[src/rtl/led_matrix_pkg.sv]
// ============================================================================
//  led_matrix_pkg
//  Shared types and constants for the 8x8 LED matrix serial output path.
//  Revision: 1.0
// ============================================================================
`default_nettype none

package led_matrix_pkg;

    typedef enum logic [1:0] {
        ST_IDLE   = 2'd0,
        ST_START  = 2'd1,
        ST_PIXELS = 2'd2,
        ST_END    = 2'd3
    } state_t;

    localparam int START_BITS    = 32;
    localparam int LED_WORD_BITS = 32;
    localparam int NUM_LEDS      = 64;

    localparam logic [31:0] COLOUR_FG_DEF = 32'hf0000f00;
    localparam logic [31:0] COLOUR_BG_DEF = 32'hf0070000;

endpackage

`default_nettype wire

[src/rtl/led_frame_serializer_if.sv]
// ============================================================================
//  led_frame_serializer_if
//  Upstream frame handshake: bitmap plus foreground/background colour words.
//  Revision: 1.0
// ============================================================================
`default_nettype none

interface led_frame_serializer_if;
    import led_matrix_pkg::*;

    logic                frame_valid;
    logic                frame_ready;
    logic [NUM_LEDS-1:0] frame_bitmap;
    logic [31:0]         fg_colour;
    logic [31:0]         bg_colour;

    modport master (
        output frame_valid,
        output frame_bitmap,
        output fg_colour,
        output bg_colour,
        input  frame_ready
    );

    modport slave (
        input  frame_valid,
        input  frame_bitmap,
        input  fg_colour,
        input  bg_colour,
        output frame_ready
    );

endinterface

`default_nettype wire

[src/rtl/led_bit_timer.sv]
// ============================================================================
//  led_bit_timer
//  CLK_DIV divider producing led_clk, a data-load strobe and a bit-done strobe.
//  Revision: 1.0
// ============================================================================
`default_nettype none

module led_bit_timer #(
    parameter int CLK_DIV = 1
) (
    input  logic clk,
    input  logic reset,
    input  logic run,
    input  logic start,
    output logic led_clk,
    output logic load,
    output logic bit_done
);

    localparam int              CW         = $clog2(CLK_DIV + 1);
    localparam logic [CW-1:0]   c_DIV_LAST = CW'(CLK_DIV - 1);

    logic [CW-1:0] r_div_cnt;
    logic          r_led_clk;
    logic          w_tick;

    assign w_tick = run && (r_div_cnt == c_DIV_LAST);

    // start clears the divider so the first half-period is always full length
    always_ff @(posedge clk) begin
        if (reset || start || !run) begin
            r_div_cnt <= '0;
            r_led_clk <= 1'b0;
        end else if (w_tick) begin
            r_div_cnt <= '0;
            r_led_clk <= ~r_led_clk;
        end else begin
            r_div_cnt <= r_div_cnt + CW'(1);
        end
    end

    assign led_clk  = r_led_clk;
    assign bit_done = w_tick & r_led_clk;
    assign load     = start | bit_done;

endmodule

`default_nettype wire

[src/rtl/led_frame_serializer.sv]
// ============================================================================
//  led_frame_serializer
//  Emits one APA102-style frame (start, 64 LED words, end padding) per bitmap.
//  Optional macro LED_SERPENTINE_EN selects snake-wired matrix addressing.
//  Revision: 1.0
// ============================================================================
`default_nettype none

module led_frame_serializer
    import led_matrix_pkg::*;
#(
    parameter int CLK_DIV  = 1,
    parameter int END_BITS = 64
) (
    input  logic                   clk,
    input  logic                   reset,
    led_frame_serializer_if.slave  frame_if,
    output logic                   led_clk,
    output logic                   led_data,
    output logic                   busy
);

    localparam int         END_WORDS    = END_BITS / LED_WORD_BITS;
    localparam logic [4:0] c_WORD_LAST  = 5'(LED_WORD_BITS - 1);
    localparam logic [4:0] c_START_LAST = 5'(START_BITS - 1);
    localparam logic [5:0] c_LED_LAST   = 6'(NUM_LEDS - 1);
    localparam logic [5:0] c_END_LAST   = (END_WORDS > 0) ? 6'(END_WORDS - 1) : 6'd0;

    state_t        r_state;
    logic [4:0]    r_bit_cnt;
    logic [5:0]    r_led_cnt;
    logic [63:0]   r_bitmap;
    logic [31:0]   r_fg;
    logic [31:0]   r_bg;
    logic          r_ready;
    logic          r_busy;
    logic          r_led_data;

    logic          w_accept;
    logic          w_load;
    logic          w_bit_done;
    logic          w_word_end;
    logic [4:0]    w_bit_next;
    logic [4:0]    w_bit_idx;
    logic [5:0]    w_led_sel;
    logic [5:0]    w_src;
    logic [31:0]   w_word;
    logic          w_next_data;

    assign w_accept   = frame_if.frame_valid & r_ready;
    assign w_word_end = (r_bit_cnt == c_WORD_LAST);
    assign w_bit_next = r_bit_cnt + 5'd1;
    // words go out MSB first, so bit n of the word stream is word[31-n]
    assign w_bit_idx  = ~w_bit_next;
    assign w_led_sel  = (r_state == ST_PIXELS && w_word_end) ? r_led_cnt + 6'd1 : r_led_cnt;

`ifdef LED_SERPENTINE_EN
    assign w_src = w_led_sel[3] ? w_led_sel : {w_led_sel[5:3], ~w_led_sel[2:0]};
`else
    assign w_src = w_led_sel;
`endif

    assign w_word = r_bitmap[w_src] ? r_fg : r_bg;

    always_comb begin
        w_next_data = 1'b0;
        case (r_state)
            ST_START:  if (r_bit_cnt == c_START_LAST)               w_next_data = w_word[w_bit_idx];
            ST_PIXELS: if (!(w_word_end && r_led_cnt == c_LED_LAST)) w_next_data = w_word[w_bit_idx];
            default:   w_next_data = 1'b0;
        endcase
    end

    led_bit_timer #(
        .CLK_DIV (CLK_DIV)
    ) u_bit_timer (
        .clk      (clk),
        .reset    (reset),
        .run      (r_busy),
        .start    (w_accept),
        .led_clk  (led_clk),
        .load     (w_load),
        .bit_done (w_bit_done)
    );

    always_ff @(posedge clk) begin
        if (w_accept) begin
            r_bitmap <= frame_if.frame_bitmap;
            r_fg     <= frame_if.fg_colour;
            r_bg     <= frame_if.bg_colour;
        end
    end

    always_ff @(posedge clk) begin
        if (reset)       r_led_data <= 1'b0;
        else if (w_load) r_led_data <= w_next_data;
    end

    always_ff @(posedge clk) begin
        if (reset) begin
            r_state   <= ST_IDLE;
            r_ready   <= 1'b1;
            r_busy    <= 1'b0;
            r_bit_cnt <= 5'd0;
            r_led_cnt <= 6'd0;
        end else begin
            case (r_state)
                ST_IDLE: begin
                    if (w_accept) begin
                        r_state   <= ST_START;
                        r_ready   <= 1'b0;
                        r_busy    <= 1'b1;
                        r_bit_cnt <= 5'd0;
                        r_led_cnt <= 6'd0;
                    end
                end
                ST_START: begin
                    if (w_bit_done) begin
                        r_bit_cnt <= w_bit_next;
                        if (r_bit_cnt == c_START_LAST) r_state <= ST_PIXELS;
                    end
                end
                ST_PIXELS: begin
                    if (w_bit_done) begin
                        r_bit_cnt <= w_bit_next;
                        if (w_word_end) begin
                            if (r_led_cnt == c_LED_LAST) begin
                                r_led_cnt <= 6'd0;
                                if (END_WORDS == 0) begin
                                    r_state <= ST_IDLE;
                                    r_ready <= 1'b1;
                                    r_busy  <= 1'b0;
                                end else begin
                                    r_state <= ST_END;
                                end
                            end else begin
                                r_led_cnt <= r_led_cnt + 6'd1;
                            end
                        end
                    end
                end
                ST_END: begin
                    // led_cnt is reused here to count padding words
                    if (w_bit_done) begin
                        r_bit_cnt <= w_bit_next;
                        if (w_word_end) begin
                            if (r_led_cnt == c_END_LAST) begin
                                r_state   <= ST_IDLE;
                                r_ready   <= 1'b1;
                                r_busy    <= 1'b0;
                                r_led_cnt <= 6'd0;
                            end else begin
                                r_led_cnt <= r_led_cnt + 6'd1;
                            end
                        end
                    end
                end
                default: r_state <= ST_IDLE;
            endcase
        end
    end

    assign frame_if.frame_ready = r_ready;
    assign busy                 = r_busy;
    assign led_data             = r_led_data;

endmodule

`default_nettype wire
[src/flat_wrapper.sv]
// flat-port wrapper written by rule: the top's interface ports become plain ports
module led_frame_serializer_flat import led_matrix_pkg::*;
#(
    parameter int CLK_DIV  = 1,
    parameter int END_BITS = 64
)
  (clk, reset, led_clk, led_data, busy, frame_if_frame_valid, frame_if_frame_bitmap, frame_if_fg_colour, frame_if_bg_colour, frame_if_frame_ready);
  led_frame_serializer_if frame_if_i ();
  input  logic clk;
  input  logic reset;
  output logic led_clk;
  output logic led_data;
  output logic busy;
  input wire logic [$bits(frame_if_i.frame_valid)-1:0] frame_if_frame_valid;
  input wire logic [$bits(frame_if_i.frame_bitmap)-1:0] frame_if_frame_bitmap;
  input wire logic [$bits(frame_if_i.fg_colour)-1:0] frame_if_fg_colour;
  input wire logic [$bits(frame_if_i.bg_colour)-1:0] frame_if_bg_colour;
  output wire logic [$bits(frame_if_i.frame_ready)-1:0] frame_if_frame_ready;
  assign frame_if_i.frame_valid = frame_if_frame_valid;
  assign frame_if_i.frame_bitmap = frame_if_frame_bitmap;
  assign frame_if_i.fg_colour = frame_if_fg_colour;
  assign frame_if_i.bg_colour = frame_if_bg_colour;
  assign frame_if_frame_ready = frame_if_i.frame_ready;
  led_frame_serializer #(.CLK_DIV(CLK_DIV), .END_BITS(END_BITS)) u_core (.clk(clk), .reset(reset), .frame_if(frame_if_i), .led_clk(led_clk), .led_data(led_data), .busy(busy));
endmodule
[config.mk]
export PLATFORM = sky130hd
export DESIGN_NAME = led_frame_serializer_flat
export DESIGN_NICKNAME = d
export VERILOG_FILES = /design/src/rtl/led_matrix_pkg.sv /design/src/rtl/led_frame_serializer_if.sv /design/src/rtl/led_bit_timer.sv /design/src/rtl/led_frame_serializer.sv /design/src/flat_wrapper.sv
export SDC_FILE = /design/constraint.sdc
export NUM_CORES = 1
export LEC_CHECK = 0
export BUFFER_PORTS_ARGS = -buffer_cell sky130_fd_sc_hd__buf_2
export CAP_MARGIN = 20
export CORE_MARGIN = 2
export CORE_UTILIZATION = 40
export CTS_BUF_LIST = sky130_fd_sc_hd__clkbuf_4
export CTS_CLUSTER_DIAMETER = 30
export DETAILED_ROUTE_END_ITERATION = 16
export PLACE_DENSITY_LB_ADDON = 0.25
export SETUP_SLACK_MARGIN = 0.4
export SLEW_MARGIN = 20
export SYNTH_ARGS = -nofsm -noshare
export SYNTH_HDL_FRONTEND = slang
export SYNTH_SLANG_ARGS = --single-unit
[constraint.sdc]
create_clock -name clk -period 7.4 [get_ports clk]
set_input_delay 0.37 -clock clk [delete_from_list [all_inputs] [get_ports clk]]
set_output_delay 0.37 -clock clk [all_outputs]
set_load 0.05 [all_outputs]
* Yosys cells after proc, flatten, opt, wreduce, memory -nomap -nowiden *
Cells that the tools add are included.

storage, ports and cells
  bits in latches = 0
  logic and storage cells = 93
  register bits = 146
  memories = 0
  output and inout bits = 4
  bits in writable memories = 0
  memory bits (read-only) = 0

cells by class
  div/mod/pow operators = 0
  muxes and demuxes = 40
  bitwise gates (word level) = 6
  $lt $le $gt $ge = 2
  add/subtract/negate cells = 3
  shift operators = 0
  multiply operators = 0
  reduce and logical (&&, ||, !) cells = 15
  equal/unequal tests = 16

operator list
  cell                 count
  $mux 6               8
  $mux 32              1
  $mux 2               9
  $pmux 6 s3           1
  $mux 1               12
  $mux 5               2
  $ne 2x1->1 const B   5
  $ne 2x2->1 const B   5
  $pmux 5 s2           1
  $reduce_and 9->1     1
  $pmux 2 s4           1
  $lt 6x7->1 const B   1
  $add 6x1->6 const B  1
  $bmux 1 s6           1
  $eq 6x1->1 const B   1
  $eq 6x6->1 const B   1
  $lt 5x6->1 const B   1
  $pmux 1 s2           3
  $reduce_and 6->1     1
  $add 5x1->5 const B  1
  $bmux 1 s5           1
  $eq 5x5->1 const B   1
  $not 5->5            1
  $reduce_and 5->1     1
  other kinds (15)     21

* Longest topological paths before layout *
Gate-level depths: netlist of run 1.

  depth in word-level cells = 10
  gate-level depth with buffers = 18

* Hierarchy *
From an unflattened synthesis of run 1, not the netlist that was laid out.

second synthesis, totals
  cells, all modules = 545
  area total of the unflattened synthesis = 6,930.4 um^2

by module, submodules not included
  module                cells an instance  instances  area an instance (um^2)  seq. area each (um^2)
  led_frame_serializer  538                1          6,847.8                  4,164.0
  led_bit_timer         7                  1          82.6                     40.0

* Least setup slack after synthesis of run 1 *
No wires, ideal clock.

  path kind = register to register
  from = register u_core.r_ready, in the netlist u_core.frame_if.frame_ready
  to = register u_core.r_led_data, in the netlist u_core.led_data
  setup time = 0.074 ns
  data arrival time = 4.551 ns
  period minus slack after synthesis = 4.625 ns
  cell stages (with the launch flop) = 8
  data required time = 7.326 ns
  slack = 2.775 ns
  cells stage by stage = dfxtp_1 -> nand2_1 -> inv_1 -> o211ai_1 -> a21oi_1 -> o21ai_0 -> or3_1 -> a31oi_1

on the way
  longest elaborated chain between the ends = 2

RTL lines
  element                             line                         source
  from (decl)                         led_frame_serializer.sv:35   logic r_ready;
  from (signal assigned)              led_frame_serializer.sv:102  r_ready <= 1'b1;
  from (signal assigned)              led_frame_serializer.sv:111  r_ready <= 1'b0;
  from (signal assigned)              led_frame_serializer.sv:131  r_ready <= 1'b1;
  $and 1x1->1                         led_frame_serializer.sv:50   assign w_accept = frame_if.frame_valid & r_ready;
  named net u_core.u_bit_timer.start  led_bit_timer.sv:14          input logic start,
  $or 1x1->1                          led_bit_timer.sv:44          assign load = start | bit_done;
  to (signal assigned)                led_frame_serializer.sv:96   else if (w_load) r_led_data <= w_next_data;
  to (decl)                           led_frame_serializer.sv:37   logic r_led_data;

The timed path passes the listed nets, and every way through them passes these cells.
A chain may end at the register's enable or synchronous reset.

* Final worst setup path of run 1 *
  from = register u_core.r_bit_cnt[0]
  to = register u_core.r_led_data, in the netlist u_core.led_data

on the way
  longest elaborated chain between the ends = 10
  elaborated cells on any way between the ends = 14
  classes of those cells = 1 x add/sub; 1 x eq/ne; 9 x mux; 1 x bitwise; 2 x reduce/logical

RTL lines
  element                       line                                                    source
  from (decl)                   led_frame_serializer.sv:30                              logic [4:0] r_bit_cnt;
  from (signal assigned)        led_frame_serializer.sv:119                             r_bit_cnt <= w_bit_next;
  from (signal assigned)        led_frame_serializer.sv:125                             r_bit_cnt <= w_bit_next;
  from (signal assigned)        led_frame_serializer.sv:145                             r_bit_cnt <= w_bit_next;
  $eq 5x5->1                    led_frame_serializer.sv:51, led_frame_serializer.sv:68
  $logic_and 1x1->1             led_frame_serializer.sv:55                              assign w_led_sel = (r_state == ST_PIXELS && w_word_end) ? r_led_cnt + 6'd1 : r_led_cnt;
  $mux 6                        led_frame_serializer.sv:55
  $bmux 1 s6                    led_frame_serializer.sv:63                              assign w_word = r_bitmap[w_src] ? r_fg : r_bg;
  $mux 1 (not written as such)  led_frame_serializer.sv:63
  $mux 32                       led_frame_serializer.sv:63
  $bmux 1 s5                    led_frame_serializer.sv:68, led_frame_serializer.sv:69
  $mux 1 (not written as such)  led_frame_serializer.sv:68, led_frame_serializer.sv:69
  $mux 1 (on tied branches)     led_frame_serializer.sv:69, led_frame_serializer.sv:68
  $pmux 1 s2 *                  led_frame_serializer.sv:67                              case (r_state)

Every way passes the cells marked *; elsewhere a longest branch is shown, timed or not. The select of a mux whose other input is x is not followed.

==> results of run 1 <==
worst paths after layout:
kind / startpoint / slack [ns] / endpoint / cells past startpoint
min: reset / 0.15 / u_core.r_led_cnt[0]$_SDFFE_PP0P_ / 2
max reg2reg: u_core.r_bit_cnt[0]$_SDFFE_PP0P_ / 1.60 / u_core.led_data$_SDFFE_PP0P_ / 13
max: u_core.r_bit_cnt[0]$_SDFFE_PP0P_ / 1.60 / u_core.led_data$_SDFFE_PP0P_ / 13
min reg2reg: u_core.r_bit_cnt[4]$_SDFFE_PP0P_ / 0.54 / u_core.r_bit_cnt[4]$_SDFFE_PP0P_ / 2
flip-flops by register name, summed over array words and instances, names as in the netlist:
name,flops
u_core.r_state,2
u_core.led_data,1
u_core.r_led_cnt,6
u_core.r_bg,32
u_core.u_bit_timer.r_div_cnt,1
u_core.frame_if.frame_ready,1
u_core.busy,1
u_core.r_bitmap,64
u_core.u_bit_timer.led_clk,1
u_core.r_fg,32
u_core.r_bit_cnt,5
cells in the final DEF (no fill, tap or decap), types with 4 or more instances in the layout:
master	instances
o22ai_1	9
a21o_1	5
a221oi_1	4
xnor2_1	5
dlygate4sd3_1	128
a211oi_1	8
o211ai_1	9
buf_2	134
nor3_1	7
xor2_1	4
nand2_1	31
and3_1	4
dfxtp_1	18
a31oi_1	5
ha_1	10
and2_1	4
a21oi_1	15
inv_8	4
o221ai_1	9
nand3b_1	5
clkbuf_4	17
mux2i_1	28
nor2_1	28
inv_6	5
nand2b_1	9
mux2_2	7
mux4_2	11
edfxtp_1	128
nor2b_1	6
o21ai_0	21
nand3_1	14
inv_1	8
a311oi_1	4
cells by family (layout without fill, tap and decap cells):
kind of cell    Yosys count  after routing  synth area share, %
simple gates            132            132                10.11
mux                      47             47                9.180
other cells               1              2              0.05437
xor+xnor                 10             10                1.379
compound gates          126            126                13.53
flops                   146            146                60.96
buf+inv                  41            307                2.975
fa+ha+maj                10             10                1.814
per-stage QoR:
step	hold WS [ns]	total power [µW]
6_report	0.1493	2312
3_5_place_dp	0.5032	1747
2_1_floorplan	0.4613	1596
3_3_place_gp	0.4753	1727
4_1_cts	0.09876	2325
5_1_grt	0.1281	2439
worst max-delay path: cells and delay by family (launching register included):
| family | cells | cell delay, ns |
|---|---|---|
| AO/OA/AOI/OAI | 5 | 1.30 |
| adder cells (fa/ha/maj) | 2 | 0.98 |
| flip-flops | 1 | 0.82 |
| multiplexers | 3 | 1.22 |
| AND/OR/NAND/NOR | 3 | 1.37 |
final cells by class:
| class | instances | area, µm² | area share [%] |
|---|---|---|---|
| antenna | 1 | 2.502 | 0.02690 |
| clock buffer | 17 | 127.6 | 1.372 |
| clock inverter | 15 | 185.2 | 1.991 |
| inverter | 10 | 40.04 | 0.4304 |
| multi-input combinational | 326 | 2487 | 26.74 |
| sequential | 146 | 4204 | 45.19 |
| tap | 225 | 281.5 | 3.026 |
| timing repair buffer | 265 | 1974 | 21.22 |
power groups by stage:
stage                     clock (µW)  sequential (µW)  combinational [µW]
after floorplan                    0             1160                 441
after global placement             0             1160                 567
after detailed placement           0             1160                 585
after CTS                        543             1140                 639
after global routing             581             1160                 703
final                            529             1140                 641
routing by layer:
metal  vias up  global-route usage, %  part of all wire, %  routed length, µm
li1       2542                      -                    -                  -
met1      2587                  24.83                   43               7337
met2       185                  31.98                   51               8677
met3        23                  4.227                  5.0                854
met4         0                  6.250                  1.5                253
met5         -                      0                    0                  0
repair_timing:
item | 4_1_cts | 5_1_grt
hold buffers | 128 | 0
setup endpoints to repair | 0 | 0
hold endpoints to repair | 128 | 0
==> flow_summary.ini, run 1 <==
[clock_tree]
htree_levels = 4
clock_path_buffers = 2
clock_latency_ns = 0.57
cts-resized-gates = 0
ctsRootBufferMaster = clkbuf_4
cts_tree = built
post-cts-setup-buffers = 0
clock-sinks = 146
cts_buffers = 17
clkTransAtPathRegs_ns = 0.14

[floorplanning]
die_w_um = 135.3
die_area_mm2 = 0.01831
initial_core_util_pct = 40.43
chipHeight_um = 135.3
core_mm2 = 0.01706
rows = 48
ios = 135

[finish]
num-nets-final = 907
area_growth_pct = 34.89
fill_cells = 1417
stdcell_count = 1005
layout-drive-gt1-share_pct = 25.80
final_cell_area_mm2 = 0.009303
utilization_pct = 54.54

[power_and_ir_drop]
swShare_pct = 34.00
power.density_mw_per_mm2 = 248.5
pwr-share-clk_pct = 22.9
power_frac_seq_pct = 49.4
leakage_uw = 0.003489
comb_power_share_pct = 27.7
ir_drop_mv = 0.1491
p_sw_uw = 785.9
p_int_uw = 1526

[timing]
setup_slack_ns = 1.602
tns_ns = 0
tightest_slew_ns = 1.018
finClkSkew_ns = 0.01731
final_max_slew_viol_count = 0
max_clock_freq_ghz = 0.1725
hold_viol = 0
rsz0062_at_grt = no
final-setup-viol-count = 0
timing.final.crit_share_pct = 78.35
fin_crit_ns = 5.798
maxSlewHeadroom_pct = 32.12

[synthesis]
syn_nets = 654
synthArstFlopShare_pct = 0
synth_area_leaders = edfxtp_1 (56%), dfxtp_1 (5.2%), mux2i_1 (4.1%)
yosysWarnings = 0
synth-edff-count = 128
avgSynthCellArea_um2 = 13.44
synth-seq-cells = 146
syn_area_mm2 = 0.006897
yosysMostFrequentCell = edfxtp_1
synth_top_area_share_pct = 55.73
yosysSeqAreaShare_pct = 60.96
ys_types = 71
synth_cells = 513
synth_flop_cell = edfxtp_1
ys_top_cells_by_count = edfxtp_1 (128), nand2_1 (31), mux2i_1 (28), nor2_1 (28), o21ai_0 (21)
yosys.area.top_type = edfxtp_1

[detailed_routing]
initialDrtViolationCount = 398
vias_per_cell = 5.310
dr.pass1.iters = 5
drc = 0
drt-total-wl_um = 17120
antenna_left = 0
wire_per_inst_um = 17.04
num_vias = 5337

[setup_path]
crit_path_end_kind = register
critPathArrivalTime_ns = 6.27
crit_type = register to register
cpMaxStageDelayCell = dfxtp_1
critPathMaxStageDelay_ns = 0.82
start_kind = register
cp_cell_sequence = ha_1, and3_1, ha_1, nand2_1, mux4_2, a311oi_1, o311a_1, or4_4, o22ai_4, mux4_1, mux2_2, a31oi_1, a31oi_1
worstPathRequired_ns = 7.87
cp_max_fo = 28

[run]
drv_cap = 0

[global_route]
track_usage_pct = 19.11
grt_pass1_vias = 5196
grt_max_degree = 88
grt_pass1_wl_um = 26700
antenna_found_initial = 1
grt_remaining_overflow = 0

[hold_path]
hp-class = input port to register

[placement]
place_area_mm2 = 0.007706
dp_slack_ns = 1.683
dp_hpwl_um = 11120
dp.cells = 844
place_congestion = 0.8704
portBuffers = 134

[run_status]
outcome = finished, final reports clean
Note: power is estimated with default switching activity, not from simulation.
==> run 2, diff against run 1 <==
--- a/config.mk
+++ b/config.mk
@@ -5,6 +5,7 @@
 export SDC_FILE = /design/constraint.sdc
 export NUM_CORES = 1
 export LEC_CHECK = 0
+export ABC_AREA = 1
 export BUFFER_PORTS_ARGS = -buffer_cell sky130_fd_sc_hd__buf_2
 export CAP_MARGIN = 20
 export CORE_MARGIN = 2
==> constraint.sdc (replaced) <==
create_clock -name clk -period 4.9 [get_ports clk]
set_input_delay 0.245 -clock clk [delete_from_list [all_inputs] [get_ports clk]]
set_output_delay 0.245 -clock clk [all_outputs]
set_load 0.05 [all_outputs]
==> flow_summary.ini, run 2 <==
[timing]
finClkSkew_ns = 0.01968
max_clock_freq_ghz = 0.2501
maxSlewHeadroom_pct = 32.96
hold_viol = 0
rsz0062_at_grt = no
setup_slack_ns = 0.9021
tns_ns = 0
tightest_slew_ns = 1.006
final-setup-viol-count = 0
hold_slack_ns = 0.3596
timing.final.crit_share_pct = 81.59
fin_crit_ns = 3.998
final_max_slew_viol_count = 0

[floorplanning]
ios = 135
chipHeight_um = 129.8
core_mm2 = 0.01531
initial_core_util_pct = 41.34
die_area_mm2 = 0.01685
die_w_um = 129.8
rows = 45

[finish]
utilization_pct = 57.14
largest_reg_flops = 64
final_cell_area_mm2 = 0.008751
num-nets-final = 981
area_growth_pct = 38.22
final_cell_mix = nand3_1 (163), nand2_1 (136), buf_2 (134)
layout_commonest_cell = nand3_1
fill_cells = 1326
layout-drive-gt1-share_pct = 20.77
regMostFlops = u_core.r_bitmap
largestRegisters = u_core.r_bitmap x64, u_core.r_bg x32, u_core.r_fg x32

[run]
drv_cap = 0

[synthesis]
synthArstFlopShare_pct = 0
yosys.area.top_type = edfxtp_1
ys_types = 31
yosysWarnings = 0
synth-edff-count = 128
yosysSeqAreaShare_pct = 66.40
ys_top_cells_by_count = nand3_1 (163), nand2_1 (136), edfxtp_1 (128), inv_1 (38), dfxtp_1 (18)
yosysMostFrequentCell = nand3_1
syn_area_mm2 = 0.006331
synth_cells = 575
synth_flop_cell = edfxtp_1
synth_area_leaders = edfxtp_1 (61%), nand3_1 (13%), nand2_1 (8.1%)
avgSynthCellArea_um2 = 11.01
synth_top_area_share_pct = 60.71
syn_nets = 716
synth-seq-cells = 146

[placement]
place_congestion = 0.8071
place_area_mm2 = 0.007148
portBuffers = 134
dp_slack_ns = 0.8147
dp_hpwl_um = 10160

[global_route]
grt_pass1_wl_um = 25450
grt_max_degree = 83
track_usage_pct = 19.82
antenna_found_initial = 1
grt_remaining_overflow = 0
grt_pass1_vias = 5197

[setup_path]
worstPathRequired_ns = 5.33
crit_path_end_kind = register
crit_start = u_core.r_bit_cnt[0]$_SDFFE_PP0P_
critPathArrivalTime_ns = 4.42
start_kind = register
crit_type = register to register
cp_max_fo = 32
r2r-start = u_core.r_bit_cnt[0]$_SDFFE_PP0P_

[detailed_routing]
drc = 0
wire_per_inst_um = 15.00
vias_per_cell = 4.906
dr.pass1.iters = 5
drt-total-wl_um = 15960
initialDrtViolationCount = 478
antenna_left = 0
num_vias = 5220

[power_and_ir_drop]
ir_drop_mv = 0.1885
pwr-share-clk_pct = 21.4
power_frac_seq_pct = 46.0
p_sw_uw = 1275
power.density_mw_per_mm2 = 416.5
leakage_uw = 0.003536
comb_power_share_pct = 32.6
swShare_pct = 34.98
p_int_uw = 2370

[run_status]
outcome = finished, final reports clean

[clock_tree]
htree_levels = 4
cts_buffers = 17
clock-sinks = 146
cts_tree = built
clock_path_buffers = 2
clock_latency_ns = 0.55
clkTransAtPathRegs_ns = 0.11
ctsRootBufferMaster = clkbuf_4

[hold_path]
min_from = frame_if_frame_valid
hp-class = input port to register
run 2: routing by layer:
layer  vias up  share of wire (%)  track usage (%)
li1       2567                  -                -
met1      2437                 43            25.49
met2       191                 50            33.38
met3        25                5.0            4.059
met4         0                1.9            7.274
met5         -                  0                0
run 2: path summary, 6_finish.rpt:
path	end	depth (start not counted)	slack (ns)
worst max register to register	u_core.led_data$_SDFFE_PP0P_	25	0.90
worst min-delay path	u_core.r_bitmap[41]$_DFFE_PP_	3	0.36
worst min register to register	u_core.u_bit_timer.led_clk$_SDFFE_PP0P_	1	0.46
worst max-delay path	u_core.led_data$_SDFFE_PP0P_	25	0.90
run 2: cell families after synthesis:
| group | count (synthesis) | synth area share, % |
|---|---|---|
| AND/OR/NAND/NOR | 319 | 23.02 |
| adder cells (fa/ha/maj) | 10 | 1.976 |
| flip-flops | 146 | 66.40 |
| AO/OA/AOI/OAI | 34 | 3.360 |
| XOR/XNOR | 4 | 0.5533 |
| other | 1 | 0.05923 |
| buffers and inverters | 61 | 4.624 |
run 2: area by class of cell:
class / count / area [µm²] / area share (%)
Timing Repair Buffer: 266 / 1984 / 22.68
Inverter: 40 / 152.6 / 1.744
Antenna cell: 1 / 2.502 / 0.02860
Sequential cell: 146 / 4204 / 48.04
Clock buffer: 20 / 150.1 / 1.716
Multi-Input combinational cell: 369 / 1854 / 21.19
Tap cell: 211 / 264.0 / 3.017
Clock inverter: 11 / 138.9 / 1.587
run 2: worst max-delay path, stage by stage (launching register included):
cell and delay (ns):
dfxtp_1 0.32, buf_4 0.23, ha_1 0.22, nand2_1 0.06, nor2_1 0.11, ha_1 0.29
nand2_2 0.23, nand2_1 0.25, nand2_1 0.08, buf_4 0.23, nand2_1 0.10, nand3_1 0.09
nand3_1 0.13, nand3_1 0.08, nand3_1 0.12, nand3_4 0.31, nand2_8 0.27, inv_1 0.13
nand2_1 0.08, nand3_1 0.06, nand3_1 0.08, nand3_1 0.07, nand3_1 0.10, nand3_1 0.08
nand3_1 0.07, a21oi_1 0.06
run 2: what timing repair did:
item | CTS | global route
endpoints found under the hold margin | 132 | 0
endpoints found under the setup margin | 0 | 1
hold buffers | 129 | 0
setup buffers | 0 | 0
gates resized for setup | 0 | 1
run 2: power by group through the flow:
| stage | clock network [µW] | registers [µW] | logic, µW |
|---|---|---|---|
| final | 779 | 1680 | 1190 |
| after detailed placement | 0 | 1710 | 1070 |
| after global placement | 0 | 1710 | 1040 |
| after CTS | 801 | 1680 | 1160 |
| after global routing | 852 | 1700 | 1320 |
| after floorplan | 0 | 1720 | 818 |
run 2: stage by stage:
stage,power [µW],std cells
CTS,3636,1062
global placement,2748,902
global route,3872,1064
detailed placement,2779,902
floorplan,2542,575
finish,3645,1064
==> run 3, diff against run 2 <==
==> constraint.sdc (replaced) <==
create_clock -name clk -period 4.1 [get_ports clk]
set_input_delay 0.205 -clock clk [delete_from_list [all_inputs] [get_ports clk]]
set_output_delay 0.205 -clock clk [all_outputs]
set_load 0.05 [all_outputs]
==> flow_summary.ini, run 3 (synthesis gave the netlist of run 2 again) <==
[run_status]
outcome = finished, final reports clean

[setup_path]
cp_max_fo = 13
timing.reg2reg.setup_slack_ns = 0.72
start_kind = register
crit_path_end_kind = register
crit_type = register to register
worstPathRequired_ns = 4.58
critPathMaxStageDelay_ns = 0.63
r2r-start = u_core.r_state[0]$_SDFFE_PP0P_
critPathArrivalTime_ns = 3.85
rr_worst_depth = 16
cp_cell_sequence = inv_1, ha_1, nand2_4, inv_1, o21ai_0, inv_1, nand3_4, buf_4, nand3_1, nand3_1, nand3_1, nand3_1, nand3_1, nand3_1, nand3_1, a21oi_1
cpMostUsedCell = nand3_1
cpMaxStageDelayCell = o21ai_0
crit_start = u_core.r_state[0]$_SDFFE_PP0P_

[finish]
layout-drive-gt1-share_pct = 23.01
largestRegisters = u_core.r_bitmap x64, u_core.r_bg x32, u_core.r_fg x32
final_cell_mix = nand3_1 (159), nand2_1 (135), buf_2 (134)
stdcell_count = 1078
fill_cells = 1321
largest_reg_flops = 64
num-nets-final = 993
regMostFlops = u_core.r_bitmap
layout_commonest_cell = nand3_1
area_growth_pct = 40.79

[power_and_ir_drop]
power.density_mw_per_mm2 = 490.7
power_frac_seq_pct = 45.9
p_int_uw = 2753
leakage_uw = 0.003603
swShare_pct = 37.05
ir_drop_mv = 0.2355
pwr-share-clk_pct = 19.5
p_sw_uw = 1621
comb_power_share_pct = 34.6

[timing]
tightest_slew_ns = 0.9582
timing.final.crit_share_pct = 82.37
fin_crit_ns = 3.377
finClkSkew_ns = 0.02059
maxSlewHeadroom_pct = 36.12
tns_ns = 0
setup_slack_ns = 0.7229
max_clock_freq_ghz = 0.2961
rsz0062_at_grt = no
final_max_slew_viol_count = 0
hold_viol = 0
final-setup-viol-count = 0

[floorplanning]
core_mm2 = 0.01531
die_w_um = 129.8
initial_core_util_pct = 41.34
chipHeight_um = 129.8
die_area_mm2 = 0.01685
ios = 135
rows = 45

[clock_tree]
clock-sinks = 146
clock_path_buffers = 2
clock_latency_ns = 0.55
clkTransAtPathRegs_ns = 0.13
cts_tree = built
cts_buffers = 17
htree_levels = 4
ctsRootBufferMaster = clkbuf_4

[detailed_routing]
drc = 0
antenna_left = 0
wire_per_inst_um = 15.61
initialDrtViolationCount = 444
num_vias = 5308
drt-total-wl_um = 16830
vias_per_cell = 4.924
dr.pass1.iters = 5

[placement]
place_congestion = 0.7739
dp_slack_ns = 0.2199
portBuffers = 134
dp.cells = 903
dp_hpwl_um = 10190

[hold_path]
min_from = frame_if_bg_colour[22]
hp-class = input port to register
hold_path_depth = 2

[global_route]
grt_pass1_vias = 5432
track_usage_pct = 20.88
grt_remaining_overflow = 0
antenna_found_initial = 1
grt_max_degree = 80
grt_pass1_wl_um = 26680

[run]
drv_cap = 0
run 3: changes by cell type in the layout (fill, tap and decap cells not counted), sizes merged:
cell | before | now
buf | 137 | 147
clkinvlp | 2 | 5
bufinv | 3 | 1
clkbuf | 20 | 18
inv | 39 | 41
nand3 | 166 | 168
diode | 1 | 2
run 3: power groups by stage:
stage | Combinational [µW] | Sequential (µW) | Clock [µW]
6_report | 1510 | 2010 | 853
2_1_floorplan | 979 | 2050 | 0
3_3_place_gp | 1250 | 2040 | 0
4_1_cts | 1440 | 2010 | 875
3_5_place_dp | 1290 | 2040 | 0
5_1_grt | 1680 | 2030 | 939
run 3: stage by stage:
step | util [%] | area, µm² | power [µW] | hold slack (ns)
after CTS | 57.24 | 8766 | 4324 | 0.3026
after global placement | 46.73 | 7157 | 3291 | 0.3811
after detailed placement | 46.73 | 7157 | 3327 | 0.3831
after floorplan | - | 6335 | 3028 | 0.2938
after global routing | 58.20 | 8914 | 4650 | 0.3118
final | 58.20 | 8914 | 4374 | 0.3499
run 3: worst paths after layout:
path | end
worst max-delay path | u_core.led_data$_SDFFE_PP0P_
worst min register to register | u_core.u_bit_timer.led_clk$_SDFFE_PP0P_
worst max register to register | u_core.led_data$_SDFFE_PP0P_
worst min-delay path | u_core.r_bg[22]$_DFFE_PP_
run 3: routing by layer:
metal	share of wire, %	track usage (%)	wire, µm
met2	50	35.51	8435
met1	42	26.26	7027
met3	5.5	4.715	933
met5	0	0	0
met4	2.6	7.653	433
run 3: repair_timing:
item                                   CTS  global route
gates cloned                             2             1
buffers inserted                         2             7
resized for setup                        3            12
setup endpoints to repair                1             1
hold buffers                           129             0
endpoints found under the hold margin  139             0
pin swaps                                3             4
run 3: layout make-up:
type                            instances  area (µm²)  share of cell area [%]
Sequential cell                       146        4204                   47.16
Inverter                               40       157.7                   1.769
Tap cell                              211       264.0                   2.962
Antenna cell                            2       5.005                 0.05615
Multi-Input combinational cell        371        1917                   21.50
Clock inverter                         14       130.1                   1.460
Timing Repair Buffer                  276        2101                   23.57
Clock buffer                           18       135.1                   1.516
run 3: worst max-delay path: cells and delay by family, from the launching register on:
kind	cells	cell delay (ns)
buffers and inverters	4	0.69
AOI/OAI and AO/OA	2	0.74
and+or+nand+nor	9	1.10
DFF	1	0.42
adders and majority gates	1	0.35
